## config.mk

```make
export PLATFORM = sky130hd
export DESIGN_NAME = mem_port_arbiter
export DESIGN_NICKNAME = d
export VERILOG_FILES = /design/src/rtl/mem_port_arbiter.sv
export SDC_FILE = /design/constraint.sdc
export NUM_CORES = 1
export LEC_CHECK = 0
export ABC_AREA = 1
export ABC_CLOCK_PERIOD_IN_PS = 3740
export CAP_MARGIN = 30
export CORE_MARGIN = 2
export CORE_UTILIZATION = 38
export DETAILED_ROUTE_END_ITERATION = 7
export GPL_ROUTABILITY_DRIVEN = 0
export GPL_TIMING_DRIVEN = 0
export PLACE_DENSITY = 0.88
export SLEW_MARGIN = 20
export SYNTH_ARGS = -nofsm -noshare
export SYNTH_HDL_FRONTEND = slang
export SYNTH_SLANG_ARGS = --single-unit
```

## constraint.sdc

```tcl
create_clock -name clk -period 3.74 [get_ports clk]
set_input_delay 0.935 -clock clk [delete_from_list [all_inputs] [get_ports clk]]
set_output_delay 0.935 -clock clk [all_outputs]
set_load 0.01 [all_outputs]
```

## src/rtl/mem_port_arbiter.sv

```systemverilog
// Shares one single-ported, variable-latency memory between the fetch and data ports.
// Also produces the pipeline stalls, error responses and a sticky halt.
module mem_port_arbiter #(
  parameter int unsigned TIMEOUT = 255
) (
  input  logic        clk,
  input  logic        rst,
  input  logic        if_req,
  input  logic [15:0] if_addr,
  output logic [15:0] if_rdata,
  output logic        if_done,
  output logic        if_err,
  input  logic        d_rd,
  input  logic        d_wr,
  input  logic [15:0] d_addr,
  input  logic [15:0] d_wdata,
  output logic [15:0] d_rdata,
  output logic        d_done,
  output logic        d_err,
  input  logic        halt_req,
  output logic        mem_en,
  output logic        mem_wr,
  output logic [15:0] mem_addr,
  output logic [15:0] mem_wdata,
  input  logic [15:0] mem_rdata,
  input  logic        mem_done,
  output logic        stall_if,
  output logic        stall_mem,
  output logic        halted
);

  typedef enum logic [2:0] {
    S_IDLE    = 3'd0,
    S_IF_WAIT = 3'd1,
    S_D_WAIT  = 3'd2,
    S_RESP    = 3'd3,
    S_HALTED  = 3'd4
  } state_t;

  localparam logic [7:0] TMO_LAST = 8'(TIMEOUT - 1);

  state_t      state_q, state_d;
  logic        halted_q, halted_d;
  logic        halt_pend_q, halt_pend_d;
  logic        last_grant_q, last_grant_d;  // 1 = data port
  logic        owner_q, owner_d;            // 1 = data port
  logic        resp_err_q, resp_err_d;
  logic [7:0]  tmo_cnt_q, tmo_cnt_d;
  logic [15:0] resp_data_q, resp_data_d;

  logic        data_req;
  logic        win_data;
  logic [15:0] win_addr;

  assign data_req = d_rd | d_wr;
  // Data normally wins; fetch gets the slot right after a data grant.
  assign win_data = data_req & ~(last_grant_q & if_req);
  assign win_addr = win_data ? d_addr : if_addr;

  always_comb begin
    state_d      = state_q;
    halted_d     = halted_q;
    halt_pend_d  = halt_pend_q | halt_req;
    last_grant_d = last_grant_q;
    owner_d      = owner_q;
    resp_err_d   = resp_err_q;
    tmo_cnt_d    = tmo_cnt_q;
    resp_data_d  = resp_data_q;
    mem_en       = 1'b0;
    mem_wr       = 1'b0;
    mem_addr     = 16'h0000;
    mem_wdata    = 16'h0000;

    case (state_q)
      S_IDLE: begin
        if (halted_q || halt_pend_q || halt_req) begin
          state_d  = S_HALTED;
          halted_d = 1'b1;
        end else if (!rst && (data_req || if_req)) begin
          last_grant_d = win_data;
          owner_d      = win_data;
          tmo_cnt_d    = 8'd0;
          if (win_addr[0]) begin
            state_d     = S_RESP;
            resp_err_d  = 1'b1;
            resp_data_d = 16'h0000;
          end else begin
            mem_en    = 1'b1;
            mem_wr    = win_data & d_wr;
            mem_addr  = win_addr;
            mem_wdata = (win_data & d_wr) ? d_wdata : 16'h0000;
            state_d   = win_data ? S_D_WAIT : S_IF_WAIT;
          end
        end
      end
      S_IF_WAIT, S_D_WAIT: begin
        if (tmo_cnt_q != 8'hFF) tmo_cnt_d = tmo_cnt_q + 8'd1;
        // A completion in the same cycle as the timeout still counts as success.
        if (mem_done) begin
          state_d     = S_RESP;
          resp_err_d  = 1'b0;
          resp_data_d = mem_rdata;
        end else if (tmo_cnt_q >= TMO_LAST) begin
          state_d     = S_RESP;
          resp_err_d  = 1'b1;
          resp_data_d = 16'h0000;
        end
      end
      S_RESP:   state_d = S_IDLE;
      S_HALTED: halted_d = 1'b1;
      default:  state_d = S_IDLE;
    endcase
  end

  always_ff @(posedge clk) begin
    if (rst) begin
      state_q      <= S_IDLE;
      halted_q     <= 1'b0;
      halt_pend_q  <= 1'b0;
      last_grant_q <= 1'b0;
      owner_q      <= 1'b0;
      resp_err_q   <= 1'b0;
      tmo_cnt_q    <= 8'd0;
      resp_data_q  <= 16'h0000;
    end else begin
      state_q      <= state_d;
      halted_q     <= halted_d;
      halt_pend_q  <= halt_pend_d;
      last_grant_q <= last_grant_d;
      owner_q      <= owner_d;
      resp_err_q   <= resp_err_d;
      tmo_cnt_q    <= tmo_cnt_d;
      resp_data_q  <= resp_data_d;
    end
  end

  assign if_done   = (state_q == S_RESP) & ~owner_q;
  assign if_err    = if_done & resp_err_q;
  assign if_rdata  = if_done ? resp_data_q : 16'h0000;
  assign d_done    = (state_q == S_RESP) & owner_q;
  assign d_err     = d_done & resp_err_q;
  assign d_rdata   = d_done ? resp_data_q : 16'h0000;
  assign halted    = halted_q;
  assign stall_if  = if_req & ~if_done;
  assign stall_mem = data_req & ~d_done;

endmodule
```

Word level (Yosys, flattened, before mapping)
Cells that the tools add are included.

Flip-flop bits (word level): 31. Latch bits: 0. Bits in writable memories: 0. Bits in read-only memories: 0. Input port bits: 71. Output and inout port bits: 73. Word-level logic and storage cells: 97. Memories: 0.

Add/subtract/negate cells: 1. $mul: 0. Div/mod/pow operators: 0. $lt $le $gt $ge: 1. Equal/unequal tests: 12. Shift-type cells: 0. Muxes and demuxes: 45. Bitwise gates (word level): 17. Reduce and logical (&&, ||, !) cells: 14.

Operators with widths (number): $mux 16 (17); $pmux 16 s2 (1); $mux 8 (3); $pmux 8 s2 (1); $mux 1 (14); $mux 3 (4); $ne 2x2->1 const B (5); $and 1x1->1 (9); $pmux 3 s3 (1); $add 8x1->8 const B (1); $ge 8x8->1 const B (1); $ne 8x8->1 const B (1); $eq 3x2->1 const B (2); $ne 3x3->1 const B (2); $not 1->1 (6); $reduce_and 3->1 (2); $reduce_and 5->1 (1); $mux 2 (2); $pmux 1 s2 (2); $reduce_and 4->1 (1); $reduce_bool 2->1 (2); $eq 3x1->1 const B (1); $eq 3x3->1 const B (1); $logic_not 3->1 (1); other kinds (6) (9).

Longest topological paths before layout
Gate-level depths: netlist (run 1).

Depth in word-level cells: 9. Mapped depth: 12. Depth with buffers taken out: 11.

Least setup slack after synthesis (run 1)
Ideal clock, no wire load.

Path type: in2out. From: input port halt_req. To: output port mem_addr[1]. Data arrival time: 1.880 ns. Required time: 2.805 ns. Path slack: 0.925 ns. Cell stages on the path: 7. Buffers on the path: 2. Cell sequence: inv_1 nand3_1 nor2_2 nand2_1 buf_2 buf_2 a21oi_1.

Cells in the longest elaborated chain, start to end: 3.

RTL lines: start, declared (RTL line 20) `input logic halt_req,`; $logic_or 1x1->1 (RTL line 76) `if (halted_q || halt_pend_q || halt_req) begin`; $mux 16 (RTL line 76); $mux 16 (RTL line 74) `case (state_q)`; end, declared (RTL line 23) `output logic [15:0] mem_addr,`.

No other way between the ends.

Worst setup path after layout (run 1)
From: input port halt_req. To: output port mem_wdata[15].

Cells in the longest elaborated chain, start to end: 3.

RTL lines: $logic_or 1x1->1 (RTL line 76); $mux 16 (RTL line 76); $mux 16 (RTL line 74); end, declared (RTL line 24) `output logic [15:0] mem_wdata,`.

No other way between the ends.

==> summary.txt, run 1 <==
Outcome
  • Status: finished clean

Clock tree
  • Hold Buf Count CTS: 0
  • Clock Path Buffers: 2
  • CTS tree: built
  • CTS buffer count: 5
  • Worst skew pair latency: 0.28 ns
  • CTS root buf: clkbuf_8
  • Clock sink count: 31
  • H-tree depth: 2
  • Reg clk slew, reported paths: 0.06 ns

Timing
  • RSZ-0062 raised after global routing: no
  • Max Freq: 278 MHz
  • # setup viols final: 0
  • Final WS setup: ~0.14 ns
  • Max-slew violations: 0
  • Final Skew: 0.00534 ns
  • Final TNS setup: 0 ns
  • Final-report hold violation count: 0
  • Crit path time final: 3.60 ns
  • Final period util: 0.962

Synthesis
  • Cell count after synthesis: between 300 and 400
  • Cell taking the most area after synthesis: dfxtp_1
  • Top post-synthesis cells by area: dfxtp_1, nor2_1, nand2_1, inv_1, a21oi_1
  • Syn nets: 467
  • Count leader, synth: nor2_1
  • Avg Cell Area, Syn: 5.65 µm²
  • Library cells used by synthesis: 29
  • Yosys warnings: 0
  • Synth Flop Type: dfxtp_1
  • Synth top area share: 0.279
  • Synthesized cell area: 2230 µm²
  • Async SR Flop Fraction: 0
  • Commonest cells post-synth: nor2_1, nand2_1, inv_1
  • Seq cells post-synth: 31
  • Post-synth EDFFs: 0
  • Register area share after synthesis: 0.279

Place
  • Dpl hpwl: 5.81 mm
  • Pre-CTS WS: -0.177 ns
  • PortBufs: between 100 and 150

Detailed routing
  • Met2 wire len: about 3.8 mm
  • DR iter-0 viols: ~100
  • Post-DRT Antenna Nets: 0
  • DR top layer: met4
  • Metal-1 WL: 3.12 mm
  • TritonRoute pass-1 iters: 4
  • DRC: 0
  • Met3 wire len: around 380 µm
  • Vias per inst: 4.57
  • Wire per inst: about 12 µm
  • Via count: between 2000 and 3000
  • Final WL: between 7 and 8 mm

Floorplanning
  • DIE AREA: 6490 µm²
  • DIE WIDTH: 80.6 µm
  • Core Region: roughly 5600 µm²
  • Initial Util: 0.400
  • Die Ht: 80.6 µm
  • # IOs: 144
  • Rows: 27

GRT
  • Largest net degree at the start of global routing: 11
  • Grt total ovfl: 0
  • Vias in the first global route: between 2000 and 3000
  • Gr usage total: 0.228
  • Antenna violations before repair: 0
  • First-pass GRT wire length: 11.7 mm

Power
  • Net Switching: 287 µW
  • Internal power: 633 µW
  • Max VDD drop: about 0.21 mV
  • Combinational share of power: 0.320
  • Static Leak: 1.83 nW
  • Cell area power density: around 240 nW/µm²
  • Clock power frac: 0.270
  • Switching power share of the total: 0.312
  • Sequential Power Share: 0.410

Run
  • Max cap viols: 0

Worst setup path
  • Critical Path AT: 2.66 ns
  • Worst-path fanout max: 8
  • CP Launch Type: input port
  • Data required time at the worst endpoint: 2.80 ns
  • Slack of the worst reg-to-reg path: about 2.1 ns
  • CP endpoint kind: primary output
  • Worst r2r src: owner_q
  • Critical path cell sequence: clkdlybuf4s50_1, inv_1, nand3_4, nor2_4, nand2_2, inv_1, nand3_4, nor2_1, clkdlybuf4s50_1
  • CP peak stage delay: 0.56 ns
  • Slowest stage cell, crit path: clkdlybuf4s50_1
  • Worst r2r dst: resp_data_q[15]
  • Critical path type: in -> out
  • R2R cell count: 11

Min path
  • Worst Hold Class: reg -> reg
  • Hold Crit Start: resp_data_q[15]
  • Worst Hold End: resp_data_q[15]
  • Hold depth: 2

Layout
  • Layout cells sized above 1: 0.0733
  • Nets: 618
  • Antenna Cells: 0
  • Layout area overhead: 73.5%
==> how the worst max path moves through the flow <==
stage	slack [ns]	start	endpoint	cells past startpoint
floorplan	0.93	halt_req	mem_addr[1]	7
global placement	-0.13	halt_req	mem_addr[9]	9
detailed placement	-0.18	d_wr	mem_addr[1]	7
CTS	0.02	if_req	mem_addr[15]	8
global route	0.02	halt_req	mem_wdata[0]	9
finish	0.14	halt_req	mem_wdata[15]	9
==> logic make-up after synthesis <==
| kind of cell | Yosys count | synth area share |
|---|---|---|
| and+or+nand+nor | 240 | 0.446 |
| other | 1 | 0.00168 |
| AOI/OAI and AO/OA | 41 | 0.108 |
| xor gates and xnor gates | 2 | 0.00787 |
| DFF | 31 | 0.279 |
| adders and majority gates | 2 | 0.0112 |
| buffers and inverters | 77 | 0.147 |
==> per-layer routing <==
metal  vias up  global-route usage
met4         0              0.0864
met1      1257               0.251
met5         -                   0
met2        76               0.428
met3        13              0.0427
li1       1480                   -
==> power by group through the flow <==
| stage | Clock [mW] | Sequential, mW | Combinational [mW] |
|---|---|---|---|
| final | 0.248 | 0.377 | 0.294 |
| after global routing | 0.267 | 0.381 | 0.330 |
| after CTS | 0.250 | 0.377 | 0.287 |
| after detailed placement | 0 | 0.383 | 0.282 |
| after global placement | 0 | 0.382 | 0.273 |
| after floorplan | 0 | 0.380 | 0.165 |
==> metrics by stage <==
stage / instance area [µm²] / utilization / total power [mW] / instances / hold WS [ns]
2_1_floorplan: 2230 / - / 0.545 / 394 / 0.432
3_3_place_gp: 3720 / 0.667 / 0.655 / 606 / 0.440
3_5_place_dp: 3720 / 0.667 / 0.665 / 606 / 0.447
4_1_cts: 3810 / 0.684 / 0.914 / 616 / 0.474
5_1_grt: 3860 / 0.693 / 0.977 / 618 / 0.510
6_report: 3860 / 0.693 / 0.920 / 618 / 0.487
==> flip-flops by register name, summed over array words and instances, names as in the netlist <==
register     cells
resp_err_q       1
halt_pend_q      1
tmo_cnt_q        8
halted           1
state_q          3
owner_q          1
resp_data_q     16
==> worst max-delay path, delay by kind of cell <==
kind | cells | cell delay (ns)
simple gates | 5 | 0.57
buf+inv | 4 | 1.16
==> cell usage in the layout (no fill, tap or decap), drive strengths merged <==
cell type / instances
a211oi: 1
a21oi: 22
a22oi: 5
and2: 1
buf: 14
clkbuf: 12
clkdlybuf4s50: 112
clkinv: 1
conb: 1
dfxtp: 31
dlygate4sd2: 21
dlymetal6s2s: 7
ha: 2
inv: 62
nand2: 108
nand3: 12
nand3b: 1
nor2: 115
nor3: 3
o21ai: 6
o21bai: 7
xor2: 2
==> what timing repair did <==
item,4_1_cts,5_1_grt
endpoints found under the hold margin,0,0
setup buffers,2,2
gates resized for setup,27,12
pin swaps,2,1
setup endpoints to repair,29,11
==> layout make-up <==
class / instances / area [µm²]
Clock buffer: 7 / 76.3
Sequential cell: 31 / 621
Fill cell: 473 / 1710
Timing Repair Buffer: 144 / 1420
Clock inverter: 1 / 5.00
Tap cell: 72 / 90.1
Buffer: 15 / 101
Inverter: 62 / 233
Multi-Input combinational cell: 286 / 1320
(Power assumes the default switching activity.)
==> run 2, diff against run 1 <==
ABC_CLOCK_PERIOD_IN_PS = 4400   (was 3740)
CTS_CLUSTER_SIZE = 25   (was not set)
clock period = 4.4 ns   (was 3.74 ns; I/O delays follow)
==> run 2 against run 1 <==
Against the previous run:
- via count shrank 0.57%
- non-clock buffer count is 3 lower
- total power fell by 16%
- clock-buffer cell count is the same
- largest cell class unchanged
- sequential share of layout area increased by 0.16 points
- worst hold slack got worse by 0.017 ns
- global-route usage decreased by 0.19 points
- critical path type unchanged
- design area down 0.97%
- highest routed layer unchanged
- final cell count down 0.49%
- first-iteration DRC count rose by 24%
- flip-flop and latch count did not move
- critical path depth is 1 lower
==> summary.txt, run 2 (synthesis gave the netlist of run 1 again) <==
Clock tree
  • Clock Path Buffers: 2
  • CTS tree: built
  • Worst skew pair latency: 0.28 ns
  • Reg clk slew, reported paths: 0.06 ns
  • CTS buffer count: 5
  • Clock sink count: 31
  • Hold Buf Count CTS: 0
  • H-tree depth: 2
  • CTS root buf: clkbuf_8

Place
  • Dpl hpwl: about 5.8 mm
  • Placed cells: approximately 610
  • PortBufs: 140

GRT
  • Gr usage total: 0.226
  • Grt total ovfl: 0
  • Largest net degree at the start of global routing: 11
  • First-pass GRT wire length: 11.6 mm
  • Vias in the first global route: 2606
  • Antenna violations before repair: 0

Timing
  • # setup viols final: 0
  • Max-slew violations: 0
  • Max Freq: approximately 230 MHz
  • Final period util: 0.973
  • Crit path time final: 4.28 ns
  • Final TNS setup: 0 ns
  • Final-report hold violation count: 0
  • Final Skew: 0.00536 ns
  • RSZ-0062 raised after global routing: no

Min path
  • Hold depth: 2
  • Worst Hold Class: reg -> reg
  • Worst Hold End: halt_pend_q
  • Hold Crit Start: halt_pend_q

Detailed routing
  • DR iter-0 viols: 129
  • Final WL: 7.30 mm
  • TritonRoute pass-1 iters: 4
  • Vias per inst: 4.57
  • Via count: 2810
  • Post-DRT Antenna Nets: 0
  • DRC: 0
  • Wire per inst: between 10 and 15 µm

Floorplanning
  • Initial Util: 0.400
  • DIE WIDTH: 80.6 µm
  • # IOs: 144
  • Core Region: 5570 µm²
  • Die Ht: 80.6 µm
  • DIE AREA: 6490 µm²
  • Rows: 27

Worst setup path
  • Worst r2r src: tmo_cnt_q[0]
  • Critical Path AT: about 3.2 ns
  • Worst r2r dst: resp_data_q[0]
  • Slack of the worst reg-to-reg path: 2.82 ns
  • Data required time at the worst endpoint: 3.30 ns
  • Worst-path fanout max: 10
  • CP Launch Type: input port
  • R2R cell count: 11
  • Critical path type: in -> out
  • CP endpoint kind: primary output

Power
  • Max VDD drop: 0.168 mV
  • Cell area power density: 203 nW/µm²
  • Static Leak: between 1.5 and 2 nW

Layout
  • Commonest non-fill, non-tap cell in the layout: clkdlybuf4s50_1
  • Antenna Cells: 0
  • Nets: 615
  • Max reg flops: 16
  • Most frequent cells in the layout: clkdlybuf4s50_1, nor2_1, nand2_1, inv_1, dfxtp_1
  • Layout area overhead: 71.9%
  • Largest Register: resp_data_q
  • Layout cells sized above 1: 0.0626
  • Fin cells: 615
  • Largest regs: resp_data_q (16), tmo_cnt_q (8), state_q (3)

Run
  • Max cap viols: 0

Outcome
  • Status: finished clean
## run 2: cell types whose count changed in the layout (fill, tap and decap cells not counted), sizes merged
cell	delta
clkbuf	-1
dlymetal6s2s	-6
clkdlybuf4s50	+27
buf	-2
dlygate4sd2	-21
## run 2: where the power goes
part           internal, mW  total [mW]  switching (mW)
logic                 0.119       0.245           0.126
registers             0.306       0.320          0.0142
clock network         0.111       0.211           0.101
## run 2: per-layer routing
layer	vias up	global-route usage	share of wire
met1	1241	0.251	0.41
met5	-	0	0
met2	84	0.422	0.51
met4	0	0.0847	0.017
met3	13	0.0427	0.055
li1	1472	-	-
## run 2: repair_timing
| action | CTS | global route |
|---|---|---|
| buffers inserted | 0 | 1 |
| gates resized for setup | 0 | 4 |
| endpoints found under the setup margin | 0 | 2 |
## run 2: worst max path at each step
stage | start | end | depth (start not counted)
6_report | d_wr | mem_addr[1] | 8
5_1_grt | d_wr | mem_addr[1] | 8
4_1_cts | d_wr | mem_addr[1] | 7
3_5_place_dp | d_wr | mem_addr[1] | 7
3_3_place_gp | halt_req | mem_addr[9] | 9
2_1_floorplan | halt_req | mem_addr[1] | 7
## run 2: final cells by class
class / count / area [µm²]
sequential: 31 / 621
fill: 478 / 1750
tap: 72 / 90.1
buffer: 15 / 93.8
timing repair buffer: 141 / 1410
clock inverter: 1 / 5.00
inverter: 62 / 233
clock buffer: 7 / 76.3
multi-input combinational: 286 / 1300
## run 2: worst max-delay path: stages
cell and delay [ns]:
clkdlybuf4s50_1 0.59, nor2_1 0.10, a21oi_1 0.13, nand2_1 0.12, buf_2 0.21, buf_2 0.20
a21oi_1 0.17, clkdlybuf4s50_1 0.56
## run 2: through the flow
stage               setup slack, ns  hold slack [ns]   util  area (µm²)  power (mW)
finish                        0.119            0.470  0.687        3830       0.777
global route                 0.0114            0.506  0.687        3830       0.825
CTS                           0.146            0.456  0.682        3800       0.774
detailed placement            0.153            0.447  0.667        3720       0.566
global placement              0.197            0.440  0.667        3720       0.557
floorplan                      1.26            0.432      -        2230       0.463
